<file path="src/rtl/program_loader_pkg.sv">
// program_loader_pkg: shared state encoding and default sizes
// for the instruction-memory loader (DEPTH words, ADDR_W-bit address).
package program_loader_pkg;

  localparam int PL_DEPTH  = 61;
  localparam int PL_ADDR_W = 8;

  typedef enum logic [2:0] {
    S_IDLE,
    S_LEN,
    S_DATA,
    S_CSUM,
    S_DONE,
    S_ERR
  } pl_state_t;

endpackage

</file>
<file path="src/rtl/program_loader_sum.sv">
// loader_sum: 8-bit modular accumulator (clock, reset, clear, add_en,
// data in; sum out). Only built with PROGRAM_LOADER_CHECKSUM_EN.
`ifdef PROGRAM_LOADER_CHECKSUM_EN
module loader_sum (
  input  logic       clock,
  input  logic       reset,
  input  logic       clear,
  input  logic       add_en,
  input  logic [7:0] data,
  output logic [7:0] sum
);

  always_ff @(posedge clock) begin
    if (reset || clear) begin
      sum <= 8'd0;
    end else if (add_en) begin
      sum <= sum + data;
    end
  end

endmodule
`endif

</file>
<file path="src/rtl/program_loader.sv">
// program_loader: writes a length-prefixed byte stream into instruction
// memory from address 0, holding the core in reset until the load is done.
// Ports: clock, reset (sync, active-high), start, in_valid/in_data/in_ready
// stream, mem_we/mem_addr/mem_wdata write port, core_hold, done, error.
// Macro PROGRAM_LOADER_CHECKSUM_EN adds a trailing checksum byte.
module program_loader
  import program_loader_pkg::*;
#(
  parameter int DEPTH  = PL_DEPTH,
  parameter int ADDR_W = PL_ADDR_W
) (
  input  logic              clock,
  input  logic              reset,
  input  logic              start,
  input  logic              in_valid,
  input  logic [7:0]        in_data,
  output logic              in_ready,
  output logic              mem_we,
  output logic [ADDR_W-1:0] mem_addr,
  output logic [7:0]        mem_wdata,
  output logic              core_hold,
  output logic              done,
  output logic              error
);

  pl_state_t         state;
  logic [ADDR_W-1:0] addr_cnt;
  logic [ADDR_W-1:0] last_addr;
  logic              xfer;
  logic              len_bad;

  assign xfer    = in_valid && in_ready;
  assign len_bad = (in_data == 8'd0) ||
                   (32'(in_data) > 32'(DEPTH));

`ifdef PROGRAM_LOADER_CHECKSUM_EN
  logic [7:0] sum;
  logic       sum_clear;
  logic       sum_add;
  logic       sum_ok;

  // Cleared when a load is accepted; covers length and data bytes.
  assign sum_clear = start &&
                     (state == S_IDLE || state == S_DONE ||
                      state == S_ERR);
  assign sum_add   = xfer && (state == S_LEN || state == S_DATA);
  assign sum_ok    = 8'(sum + in_data) == 8'd0;

  loader_sum u_sum (
    .clock  (clock),
    .reset  (reset),
    .clear  (sum_clear),
    .add_en (sum_add),
    .data   (in_data),
    .sum    (sum)
  );
`endif

  always_ff @(posedge clock) begin
    if (reset) begin
      state     <= S_IDLE;
      in_ready  <= 1'b0;
      mem_we    <= 1'b0;
      mem_addr  <= '0;
      mem_wdata <= 8'd0;
      core_hold <= 1'b1;
      done      <= 1'b0;
      error     <= 1'b0;
      addr_cnt  <= '0;
      last_addr <= '0;
    end else begin
      mem_we <= 1'b0;
      unique case (state)
        S_IDLE, S_DONE, S_ERR: begin
          if (start) begin
            state     <= S_LEN;
            in_ready  <= 1'b1;
            done      <= 1'b0;
            error     <= 1'b0;
            core_hold <= 1'b1;
          end
        end
        S_LEN: begin
          if (xfer) begin
            if (len_bad) begin
              state    <= S_ERR;
              in_ready <= 1'b0;
              error    <= 1'b1;
            end else begin
              state     <= S_DATA;
              addr_cnt  <= '0;
              last_addr <= ADDR_W'(in_data - 8'd1);
            end
          end
        end
        S_DATA: begin
          if (xfer) begin
            mem_we    <= 1'b1;
            mem_addr  <= addr_cnt;
            mem_wdata <= in_data;
            if (addr_cnt == last_addr) begin
`ifdef PROGRAM_LOADER_CHECKSUM_EN
              state <= S_CSUM;
`else
              // Release lands in the same cycle as the last write.
              state     <= S_DONE;
              in_ready  <= 1'b0;
              done      <= 1'b1;
              core_hold <= 1'b0;
`endif
            end else begin
              addr_cnt <= addr_cnt + ADDR_W'(1);
            end
          end
        end
        S_CSUM: begin
`ifdef PROGRAM_LOADER_CHECKSUM_EN
          if (xfer) begin
            in_ready <= 1'b0;
            if (sum_ok) begin
              state     <= S_DONE;
              done      <= 1'b1;
              core_hold <= 1'b0;
            end else begin
              state <= S_ERR;
              error <= 1'b1;
            end
          end
`else
          state    <= S_IDLE;
          in_ready <= 1'b0;
`endif
        end
        default: begin
          state    <= S_IDLE;
          in_ready <= 1'b0;
        end
      endcase
    end
  end

endmodule
</file>
<file path="config.mk">
export PLATFORM = sky130hd
export DESIGN_NAME = program_loader
export DESIGN_NICKNAME = d
export VERILOG_FILES = /design/src/rtl/program_loader_pkg.sv /design/src/rtl/program_loader_sum.sv /design/src/rtl/program_loader.sv
export SDC_FILE = /design/constraint.sdc
export NUM_CORES = 1
export LEC_CHECK = 0
export ABC_AREA = 1
export CAP_MARGIN = 5
export CORE_ASPECT_RATIO = 0.8
export CORE_MARGIN = 2
export CORE_UTILIZATION = 56
export DETAILED_ROUTE_END_ITERATION = 8
export HOLD_SLACK_MARGIN = 0.1
export PLACE_DENSITY = 0.94
export SLEW_MARGIN = 10
export SYNTH_ARGS = -nofsm -noshare
export SYNTH_HDL_FRONTEND = slang
export SYNTH_SLANG_ARGS = --single-unit
</file>
<file path="constraint.sdc">
create_clock -name clock -period 2.7 [get_ports clock]
set_clock_uncertainty 0.2 [all_clocks]
set_input_delay 0.27 -clock clock [delete_from_list [all_inputs] [get_ports clock]]
set_output_delay 0.27 -clock clock [all_outputs]
set_load 0.005 [all_outputs]
</file>
; Word level (Yosys, flattened, before mapping)
; Index checks and enable logic that the tools add are counted.
[word_totals]
input_bits = 12
wordCells = 69
output_inout_bits = 21
regBits = 40
[classes]
reduce_logical = 16
n_mux = 26
add_sub_neg = 2
n_lt_le_gt_ge = 1
bitwise_logic = 2
n_eq_ne = 12
[ops]
columns = cell, n
row1 = $mux W8, 4
row2 = $pmux W8 S2, 1
row3 = $mux W3, 5
row4 = $ne A2 B2 Y1 const B, 7
row5 = $reduce_and A4 Y1, 3
row6 = $mux W1, 11
row7 = $reduce_and A5 Y1, 2
row8 = $pmux W3 S3, 1
row9 = $add A8 B1 Y8 const B, 1
row10 = $eq A8 B8 Y1, 1
row11 = $gt A8 B6 Y1 const B, 1
row12 = $logic_not A8 Y1, 1
row13 = $sub A8 B1 Y8 const B, 1
row14 = $eq A3 B3 Y1 const B, 2
row15 = $pmux W1 S2, 3
row16 = $reduce_bool A2 Y1, 3
row17 = $eq A3 B1 Y1 const B, 1
row18 = $eq A3 B2 Y1 const B, 1
row19 = $logic_not A3 Y1, 1
row20 = $pmux W1 S3, 1
row21 = $reduce_and A3 Y1, 1
row22 = $reduce_or A3 Y1, 1
row23 = $not A1 Y1, 2
row24 = $reduce_and A2 Y1, 1
row25 = other kinds (3), 3

; Logic depth before layout (Yosys ltp)
; Gate-level depths: netlist of the first run.
[depth]
word_depth = 5
depth_mapped = 11

; Worst setup path before layout of the first run
; OpenSTA, ideal clock, no wires.
[synth_path]
kind = input -> register
startpoint = input in_data[0]
endpoint = register addr_cnt[0]
required_ns = 2.387
arrival_ns = 1.399
setup_ns = 0.113
setup_slack_ns = 0.988
path_stages = 10
cell_sequence = inv_1 ha_1 nand2_1 nor2_1 nand2_1 nand3_1 a21oi_4 nand2_4 o21ai_1 nor2_1
[synth_between]
elab_chain_len = 4
elab_cells_between_ends = 5
cone_classes = order compare (1) / eq/ne (1) / reduce/logical (3)
[synth_rtl]
columns = element, line
row1 = "start, declared", program_loader.sv:16  ; input logic [7:0] in_data,
row2 = $gt A8 B6 Y1 or $logic_not A8 Y1 (tied branches), "program_loader.sv:34, program_loader.sv:33"
row3 = $logic_or A1 B1 Y1 (*), program_loader.sv:33  ; assign len_bad = (in_data == 8'd0) ||
row4 = $ne A2 B2 Y1 (no line) (*), --
row5 = $reduce_and A5 Y1 (no line) (*), --
row6 = "end signal, assigned", program_loader.sv:112  ; addr_cnt <= addr_cnt + ADDR_W'(1);
row7 = "end, declared", program_loader.sv:27  ; logic [ADDR_W-1:0] addr_cnt;
; Mark *: on every way between the ends. The rest lies on a longest branch, timed or not.
; A chain may end at the register's enable or synchronous reset.

; Worst setup path in the final report of the first run
[layout_path]
startpoint = input in_data[1]
endpoint = register addr_cnt[2]
; Same word-level chain as after synthesis.

==> run metrics, run 1 <==
status=finished clean; relative slew slack=80.6%; fin util=70.9%; DRC viols=0; P&R area growth vs syn=23.2%; Root Buffer=clkbuf_8; Port Buffers=32; DRT iter0 DRCs=about 110; Int Pwr=0.00106 W; Seq/Total Area, Yosys=41.2%; Post-CTS Hold Fix Bufs=0; reg2reg path depth=9; RSZ-0062 raised after global routing=no; Final Hold Fails=0; CTS tree=built; Synth Cell Area=slightly below 2000 um2; Worst VDD drop=0.000624 V; period utilization=76.7%; Post-Syn Nets=288; Post-CTS Setup Bufs=0; Critical Path RT=2.69 ns; Cell Pwr Density=681 nW/um2; Worst-Margin Slew=a little under 0.3 ns; Core ar.=3380 um2; remaining antenna violation count after routing=0; Resize count post-CTS=0; sequential power share=43.7%; Ant. Diodes=0; Die H=56.7 um; H-tree depth=2; Setup Crit Path Kind=in2reg; Worst Hold Class=reg2reg; Detailed Route WL=4480 um; GR Util met2=42.0%; final setup vio count=0; site row count=19; WL/cell=about 13 um; fmax=483 MHz; syn_area_per_cell=7.12 um2; Gate Count Post-Synth=about 270; share of cells above drive strength 1=8.74%; total die area=3960 um2; Yosys cell types=26; Worst EP arrival=roughly 2.1 ns; initial core utilization=a little under three fifths; Setup crit start kind=input pin; GRT busiest layer=met2; worst reg2reg path startpoint=addr_cnt[5]; NetSw=roughly 0.00057 W; Clock Latency Late Sink=0.29 ns; CTS Buf Count=5; vias in the first global route=between 1,500 and 2,000; worst hold path endpoint=core_hold; CP max FO=8; Cells on Worst Hold Path=2; r2r endpoint=addr_cnt[2]; dpl hpwl=3220 um; DR pass1 iterations=4; Yosys Warn Count=0; I/O pin cnt=33; first-pass GRT wire length=7850 um; Area after DPL=2300 um2; GR Layer Usage met1=roughly 31%; Max Root-Sink Buffers=2; met3 Use GR=6.10%; origin of the worst setup path=in_data[1]; Comb power frac=31.4%; clock network fraction of total power=about a quarter; cell area after layout=2390 um2; CP Capture Type=flip-flop; vias per cell=5.38; routability cong.=roughly 0.89; Max Transition Viols Final=0; Sw Ratio=34.7%; Chip Width=69.9 um; Setup TNS=0 ns; setup slack, reg-to-reg=0.87 ns; minimum clock period=2.07 ns; HP Start=core_hold; Max Cap Violations=0; DR vias=1,890; #FFs+latches synth=40; total track usage=~25%; clock slew at reported path FFs=0.07 ns; maximum number of pins on one net before global-route repair=32; Hold Worst Slack=0.263 ns; final net count=323; initial antenna violation count=0; Leak=0.998 nW; grt ovf=0; clock sink total=40
-- per-layer routing --
metal	vias to the layer above	part of all wire, %
li1	947	-
met1	867	44
met5	-	0
met3	5	7.8
met4	0	1.0
met2	71	47
-- synth_stat cells --
cell type,instances,area share (%)
nand2_1,49,9.5
nor2_1,43,8.3
dfxtp_1,40,41
a21oi_1,27,7.0
inv_1,26,5.0
o21ai_0,18,4.6
nand3_1,14,3.6
o21ai_1,12,3.1
clkbuf_1,6,1.2
inv_2,6,1.2
xnor2_1,4,1.8
ha_1,3,1.9
nor2_4,3,1.7
nor3_1,3,0.77
nor3b_1,3,1.2
xor2_1,3,1.4
nand2_4,2,1.2
nand4_1,2,0.64
nor2_2,2,0.64
a21oi_4,1,0.84
buf_6,1,0.58
clkinv_4,1,0.45
nand2_2,1,0.32
nand3_2,1,0.52
nand4_4,1,1.1
o21bai_1,1,0.39
-- how the worst max path moves through the flow --
stage,end,slack [ns],depth (start not counted)
6_report,addr_cnt[2],0.63,11
3_3_place_gp,addr_cnt[2],0.40,11
3_5_place_dp,addr_cnt[2],0.32,11
2_1_floorplan,addr_cnt[0],0.99,10
4_1_cts,addr_cnt[2],0.63,11
5_1_grt,addr_cnt[1],0.50,11
-- cell usage in the layout (no fill, tap or decap), types with 6 or more instances in the layout --
master / n
dfxtp_1: 40
a21oi_1: 27
inv_2: 6
o21ai_0: 18
nor2_1: 43
nand3_1: 14
clkdlybuf4s50_1: 32
clkbuf_8: 6
inv_1: 26
nand2_1: 49
o21ai_1: 12
-- through the flow --
| stage | power (W) | std cells | setup slack [ns] |
|---|---|---|---|
| 3_5_place_dp | 0.00123 | 343 | 0.318 |
| 4_1_cts | 0.00163 | 351 | 0.632 |
| 5_1_grt | 0.00174 | 351 | 0.499 |
| 3_3_place_gp | 0.00120 | 343 | 0.400 |
| 6_report | 0.00163 | 351 | 0.628 |
| 2_1_floorplan | 0.00106 | 273 | 0.988 |
-- flip-flops by register name, summed over array words and instances, names as in the netlist, 3 cells and up --
signal	cells
addr_cnt	8
last_addr	8
mem_addr	8
mem_wdata	8
state	3
-- worst max-delay path: stages --
cell and delay (ns):
clkdlybuf4s50_1 0.49, inv_1 0.10, ha_1 0.20, nor2_1 0.16
nand3_1 0.18, nand3_1 0.20, a21oi_4 0.10, nand2_4 0.13
clkinv_4 0.07, nor2_1 0.10, nor2_1 0.06
-- power by group through the flow --
| stage | Clock, W | Combinational, W | Sequential (W) |
|---|---|---|---|
| 6_report | 0.000407 | 0.000512 | 0.000713 |
| 5_1_grt | 0.000443 | 0.000580 | 0.000721 |
| 4_1_cts | 0.000412 | 0.000509 | 0.000711 |
| 3_5_place_dp | 0 | 0.000503 | 0.000724 |
| 3_3_place_gp | 0 | 0.000481 | 0.000722 |
| 2_1_floorplan | 0 | 0.000339 | 0.000718 |
-- cell type report --
| class | count | area, um2 |
|---|---|---|
| clock buffer | 8 | 90.1 |
| fill | 267 | 981 |
| inverter | 33 | 129 |
| multi-input combinational | 193 | 980 |
| sequential | 40 | 801 |
| tap | 42 | 52.6 |
| timing repair buffer | 35 | 343 |
-- cell families (layout without fill, tap and decap cells) --
group / Yosys count / count (layout) / synth area share [%]
buf+inv: 40 / 76 / 8.37
fa+ha+maj: 3 / 3 / 1.93
flops: 40 / 40 / 41.2
compound gates: 59 / 59 / 15.9
xor+xnor: 7 / 7 / 3.16
simple gates: 124 / 124 / 29.4
Note: power is estimated with default switching activity, not from simulation.
==> run 2: changes to the inputs <==
--- a/config.mk
+++ b/config.mk
@@ -9,10 +9,10 @@
 export CAP_MARGIN = 5
 export CORE_ASPECT_RATIO = 0.8
 export CORE_MARGIN = 2
-export CORE_UTILIZATION = 56
+export CORE_UTILIZATION = 47
 export DETAILED_ROUTE_END_ITERATION = 8
 export HOLD_SLACK_MARGIN = 0.1
-export PLACE_DENSITY = 0.94
+export PLACE_DENSITY = 0.85
 export SLEW_MARGIN = 10
 export SYNTH_ARGS = -nofsm -noshare
 export SYNTH_HDL_FRONTEND = slang
==> constraint.sdc (replaced) <==
create_clock -name clock -period 1.7 [get_ports clock]
set_clock_uncertainty 0.2 [all_clocks]
set_input_delay 0.17 -clock clock [delete_from_list [all_inputs] [get_ports clock]]
set_output_delay 0.17 -clock clock [all_outputs]
set_load 0.005 [all_outputs]
==> run 2 against run 1 <==
  * First-iteration DRC count up 27%
  * Hold slack worse by 0.17 ns
  * Setup slack worse by 0.55 ns
  * Combinational power up 88%
  * Final area rose by 13%
  * Register-to-register slack lost 0.79 ns
  * Flip-flop and latch count stayed put
  * Clock power is 63% higher
  * Wire length up 13%
  * Via count rose by 5.6%
  * Final cell count is 12% higher
  * Largest cell class unchanged
  * Largest power group unchanged
==> run metrics, run 2 (same netlist as run 1, synthesis figures left out) <==
relative slew slack=approximately 83%; grt ovf=0; Setup crit start kind=flip-flop; minimum clock period=1.62 ns; Critical Path RT=around 1.7 ns; vias per cell=5.08; # fillers=314; Setup Crit Path Kind=reg2reg; most frequent cells in the layout=nand2_1 (47), nor2_1 (38), dfxtp_1 (33); Worst VDD drop=0.00102 V; Max Cap Violations=0; H-tree depth=2; Worst Hold Class=in2reg; Core ar.=3880 um2; final net count=352; pre-CTS setup slack=-0.477 ns; share of cells above drive strength 1=about 24%; initial core utilization=50.1%; vias in the first global route=approximately 1,900; Worst EP arrival=1.65 ns; site row count=20; status=finished clean; Max Transition Viols Final=0; Cell Pwr Density=1020 nW/um2; clock slew at reported path FFs=0.08 ns; clock sink total=40; worst stage delay on the critical path=0.39 ns; most common cell after layout, fill and taps aside=nand2_1; cells along the critical path=ha_1, nand2_1, o21ai_0, nor3b_2, nand3_1, a21oi_1; Root Buffer=clkbuf_8; CP Capture Type=flip-flop; DR vias=1,996; final setup margin=0.0782 ns; dpl hpwl=3500 um; CTS tree=built; Final Hold Fails=0; DRT iter0 DRCs=142; Max Root-Sink Buffers=2; Chip Width=75.9 um; final setup vio count=0; total die area=~4700 um2; fin util=69.9%; initial antenna violation count=0; Design Power=~0.0028 W; Die H=61.5 um; fmax=between 600 and 700 MHz; CP max FO=6; WL/cell=12.9 um; Clock Latency Late Sink=approximately 0.30 ns; remaining antenna violation count after routing=0; Worst-Margin Slew=0.250 ns; Leak=1.18 nW; period utilization=95.4%; Port Buffers=32; Detailed Route WL=5060 um; maximum number of pins on one net before global-route repair=29; DRC viols=0; DR pass1 iterations=4; routability cong.=0.905; first-pass GRT wire length=8160 um; I/O pin cnt=33; total track usage=between 20% and 30%; P&R area growth vs syn=39.6%; slowest library cell on the worst path=dfxtp_4; Ant. Diodes=0; CTS Buf Count=5
[run 2: cell count changes in the layout (fill, tap and decap cells not counted), sizes merged]
cell,change
buf,+28
clkbuf,-2
clkdlybuf4s50,-4
clkinv,+2
dlygate4sd2,+2
dlygate4sd3,+1
dlymetal6s2s,+2
[run 2: power breakdown]
part | switching [W] | leakage [nW] | total [W] | internal (W)
Clock | 0.000339 | 0.0510 | 0.000663 | 0.000324
Combinational | 0.000542 | 0.806 | 0.000964 | 0.000422
Sequential | 0.0000933 | 0.328 | 0.00114 | 0.00105
[run 2: worst max-delay path: cells and delay by family, from the launching register on]
family	cells	cell delay, ns
and+or+nand+nor	3	0.48
DFF	1	0.39
AOI/OAI and AO/OA	2	0.33
adders and majority gates	1	0.17
[run 2: routing by layer]
metal	track usage [%]	part of all wire (%)
met3	6.71	6.3
met5	0	0
met2	39.8	47
met4	7.02	1.7
met1	28.9	45
[run 2: cell type report]
| cell class | instances | area, um2 | area share, % |
|---|---|---|---|
| Multi-Input combinational cell | 193 | 1030 | 38.0 |
| Sequential cell | 40 | 815 | 30.0 |
| Timing Repair Buffer | 64 | 578 | 21.3 |
| Inverter | 33 | 129 | 4.75 |
| Clock buffer | 6 | 82.6 | 3.04 |
| Tap cell | 55 | 68.8 | 2.54 |
| Clock inverter | 2 | 10.0 | 0.369 |
[run 2: path summary, 6_finish.rpt]
| kind | depth (start not counted) | startpoint | slack [ns] | to |
|---|---|---|---|---|
| min | 4 | in_data[2] | 0.09 | mem_wdata[2] |
| min reg2reg | 2 | done | 0.26 | done |
| max reg2reg | 6 | addr_cnt[0] | 0.08 | addr_cnt[4] |
| max | 6 | addr_cnt[0] | 0.08 | addr_cnt[4] |
[run 2: stage by stage]
step	instances	setup TNS, ns	hold slack [ns]	instance area, um2
floorplan	273	0	0.105	1940
global placement	380	-6.57	0.246	2510
global route	393	-0.0530	0.118	2710
CTS	390	0	0.184	2640
finish	393	0	0.0950	2710
detailed placement	380	-9.18	0.252	2510
[run 2: timing repair]
item,CTS,global route
endpoints found under the hold margin,0,1
endpoints found under the setup margin,19,18
hold buffers,0,1
resized for setup,8,23
pin swaps,6,9
setup buffers,2,2
==> run 3: changes to the inputs <==
--- a/config.mk
+++ b/config.mk
@@ -9,10 +9,10 @@
 export CAP_MARGIN = 5
 export CORE_ASPECT_RATIO = 0.8
 export CORE_MARGIN = 2
-export CORE_UTILIZATION = 47
+export CORE_UTILIZATION = 52
 export DETAILED_ROUTE_END_ITERATION = 8
 export HOLD_SLACK_MARGIN = 0.1
-export PLACE_DENSITY = 0.85
+export PLACE_DENSITY = 0.75
 export SLEW_MARGIN = 10
 export SYNTH_ARGS = -nofsm -noshare
 export SYNTH_HDL_FRONTEND = slang
==> constraint.sdc (replaced) <==
create_clock -name clock -period 1.53 [get_ports clock]
set_clock_uncertainty 0.2 [all_clocks]
set_input_delay 0.153 -clock clock [delete_from_list [all_inputs] [get_ports clock]]
set_output_delay 0.153 -clock clock [all_outputs]
set_load 0.005 [all_outputs]
==> run 3 against run 2 <==
  * The run now ends with setup timing left
  * Via count up 8.0%
  * Critical path depth rose by 4
  * Sequential power rose by 13%
==> run metrics, run 3 (same netlist as run 1, synthesis figures left out) <==
most frequent cells in the layout=buf_4 (48), nand2_1 (39), nor2_1 (35); Leak=1.36 nW; failing checks=setup timing; worst stage delay on the critical path=0.37 ns; maximum number of pins on one net before global-route repair=32; Worst Hold Class=in2reg; remaining antenna violation count after routing=0; dpl cells=383; Hold Worst Slack=0.0742 ns; DR pass1 iterations=5; Buf+Inv Stages, Crit Path=2; P&R area growth vs syn=54.6%; Worst VDD drop=0.00120 V; DR vias=around 2,200; CTS Buf Count=5; DRT iter0 DRCs=132; Worst-Margin Slew=0.248 ns; Setup TNS=-1.68 ns; most common cell after layout, fill and taps aside=buf_4; setup slack, reg-to-reg=-0.15 ns; multi-input combinational cell area=1130 um2; Post-Layout Cell Count=401; vias per cell=5.38; cells along the critical path=inv_4, nand2_2, nor2_4, inv_2, nor2_4, nor2_2, a21oi_4, nand2_4, nand2_1, a21oi_1; CTS tree=built; final setup vio count=21; Setup Crit Path Kind=reg2reg; Die H=58.7 um; total die area=4240 um2; Chip Width=72.3 um; clock slew at reported path FFs=0.08 ns; Reg area=820 um2; DRC viols=0; RSZ-0062 raised after global routing=yes; period utilization=110%; slowest library cell on the worst path=dfxtp_4; Final Hold Fails=0; site row count=19; relative slew slack=83.4%; first-pass GRT wire length=8970 um; H-tree depth=2; grt ovf=0; initial antenna violation count=0; status=finished, violations left; Port Buffers=32; CP Capture Type=flip-flop; clock sink total=40; Cell Pwr Density=approximately 1200 nW/um2; Worst EP arrival=1.66 ns; final setup margin=-0.149 ns; CP max FO=8; Critical Path RT=approximately 1.5 ns; # fillers=~200; final net count=373; routability cong.=between 0.8 and 0.9; Clock Latency Late Sink=approximately 0.29 ns; pre-CTS setup slack=-0.600 ns; dpl hpwl=3510 um; CP top delay family=simple AND/OR/NAND/NOR gates; I/O pin cnt=33; minimum clock period=1.68 ns; initial core utilization=55.6%; Detailed Route WL=6040 um; Design Power=0.00368 W; vias in the first global route=about 2,000; Core ar.=approximately 3500 um2; Root Buffer=clkbuf_8; WL/cell=15.1 um; Max Root-Sink Buffers=2; Ant. Diodes=0; Setup crit start kind=flip-flop; Max Transition Viols Final=0; fmax=596 MHz; Max Cap Violations=0; total track usage=27.7%; share of cells above drive strength 1=a little over a third; Critical Path Most Common Cell=nor2_4
## run 3: cell types whose count changed in the layout (fill, tap and decap cells not counted), sizes merged
cell	previous run	this run
dlygate4sd2	2	4
dlygate4sd3	1	0
nand4	3	4
clkinv	3	1
clkbuf	6	7
dlymetal6s2s	2	4
bufinv	0	1
buf	31	52
clkdlybuf4s50	28	24
## run 3: repair_timing
item                       CTS  global route
gates resized for setup     36            26
setup buffers                6             3
gates cloned                 0             1
pin swaps                   10            14
setup endpoints to repair   25            26
hold buffers                 0             0
## run 3: worst paths after layout
check,startpoint,end,depth (start not counted)
worst max-delay path,state[2],addr_cnt[3],10
worst min-delay path,in_data[2],mem_wdata[2],4
worst max register to register,state[2],addr_cnt[3],10
worst min register to register,core_hold,core_hold,2
## run 3: power by group
part           internal, W  switching (W)  total, W
clock             0.000576       0.000388  0.000964
sequential         0.00117       0.000121   0.00129
combinational     0.000629       0.000789   0.00142
## run 3: tightest hold or removal path, cell delays in order
cell,delay (ns)
dlymetal6s2s_1,0.14
inv_2,0.08
buf_4,0.10
a21oi_1,0.05
## run 3: metrics by stage
step	utilization, %	instance area (um2)
after floorplan	-	1970
after global placement	75.5	2640
after detailed placement	75.5	2640
after CTS	82.8	2890
after global routing	86.0	3000
final	86.0	3000
## run 3: routing by layer
| layer | part of all wire, % | up-vias | track usage, % |
|---|---|---|---|
| met1 | 44 | 980 | 35.2 |
| met2 | 45 | 94 | 45.5 |
| met5 | 0 | - | 0 |
| li1 | - | 1060 | - |
| met4 | 3.8 | 0 | 12.4 |
| met3 | 7.0 | 22 | 5.99 |
## run 3: cell type report
class / count / share of cell area (%)
clock buffer: 7 / 3.21
clock inverter: 1 / 1.00
inverter: 33 / 4.46
multi-input combinational: 194 / 37.7
sequential: 40 / 27.3
tap: 42 / 1.75
timing repair buffer: 84 / 24.6
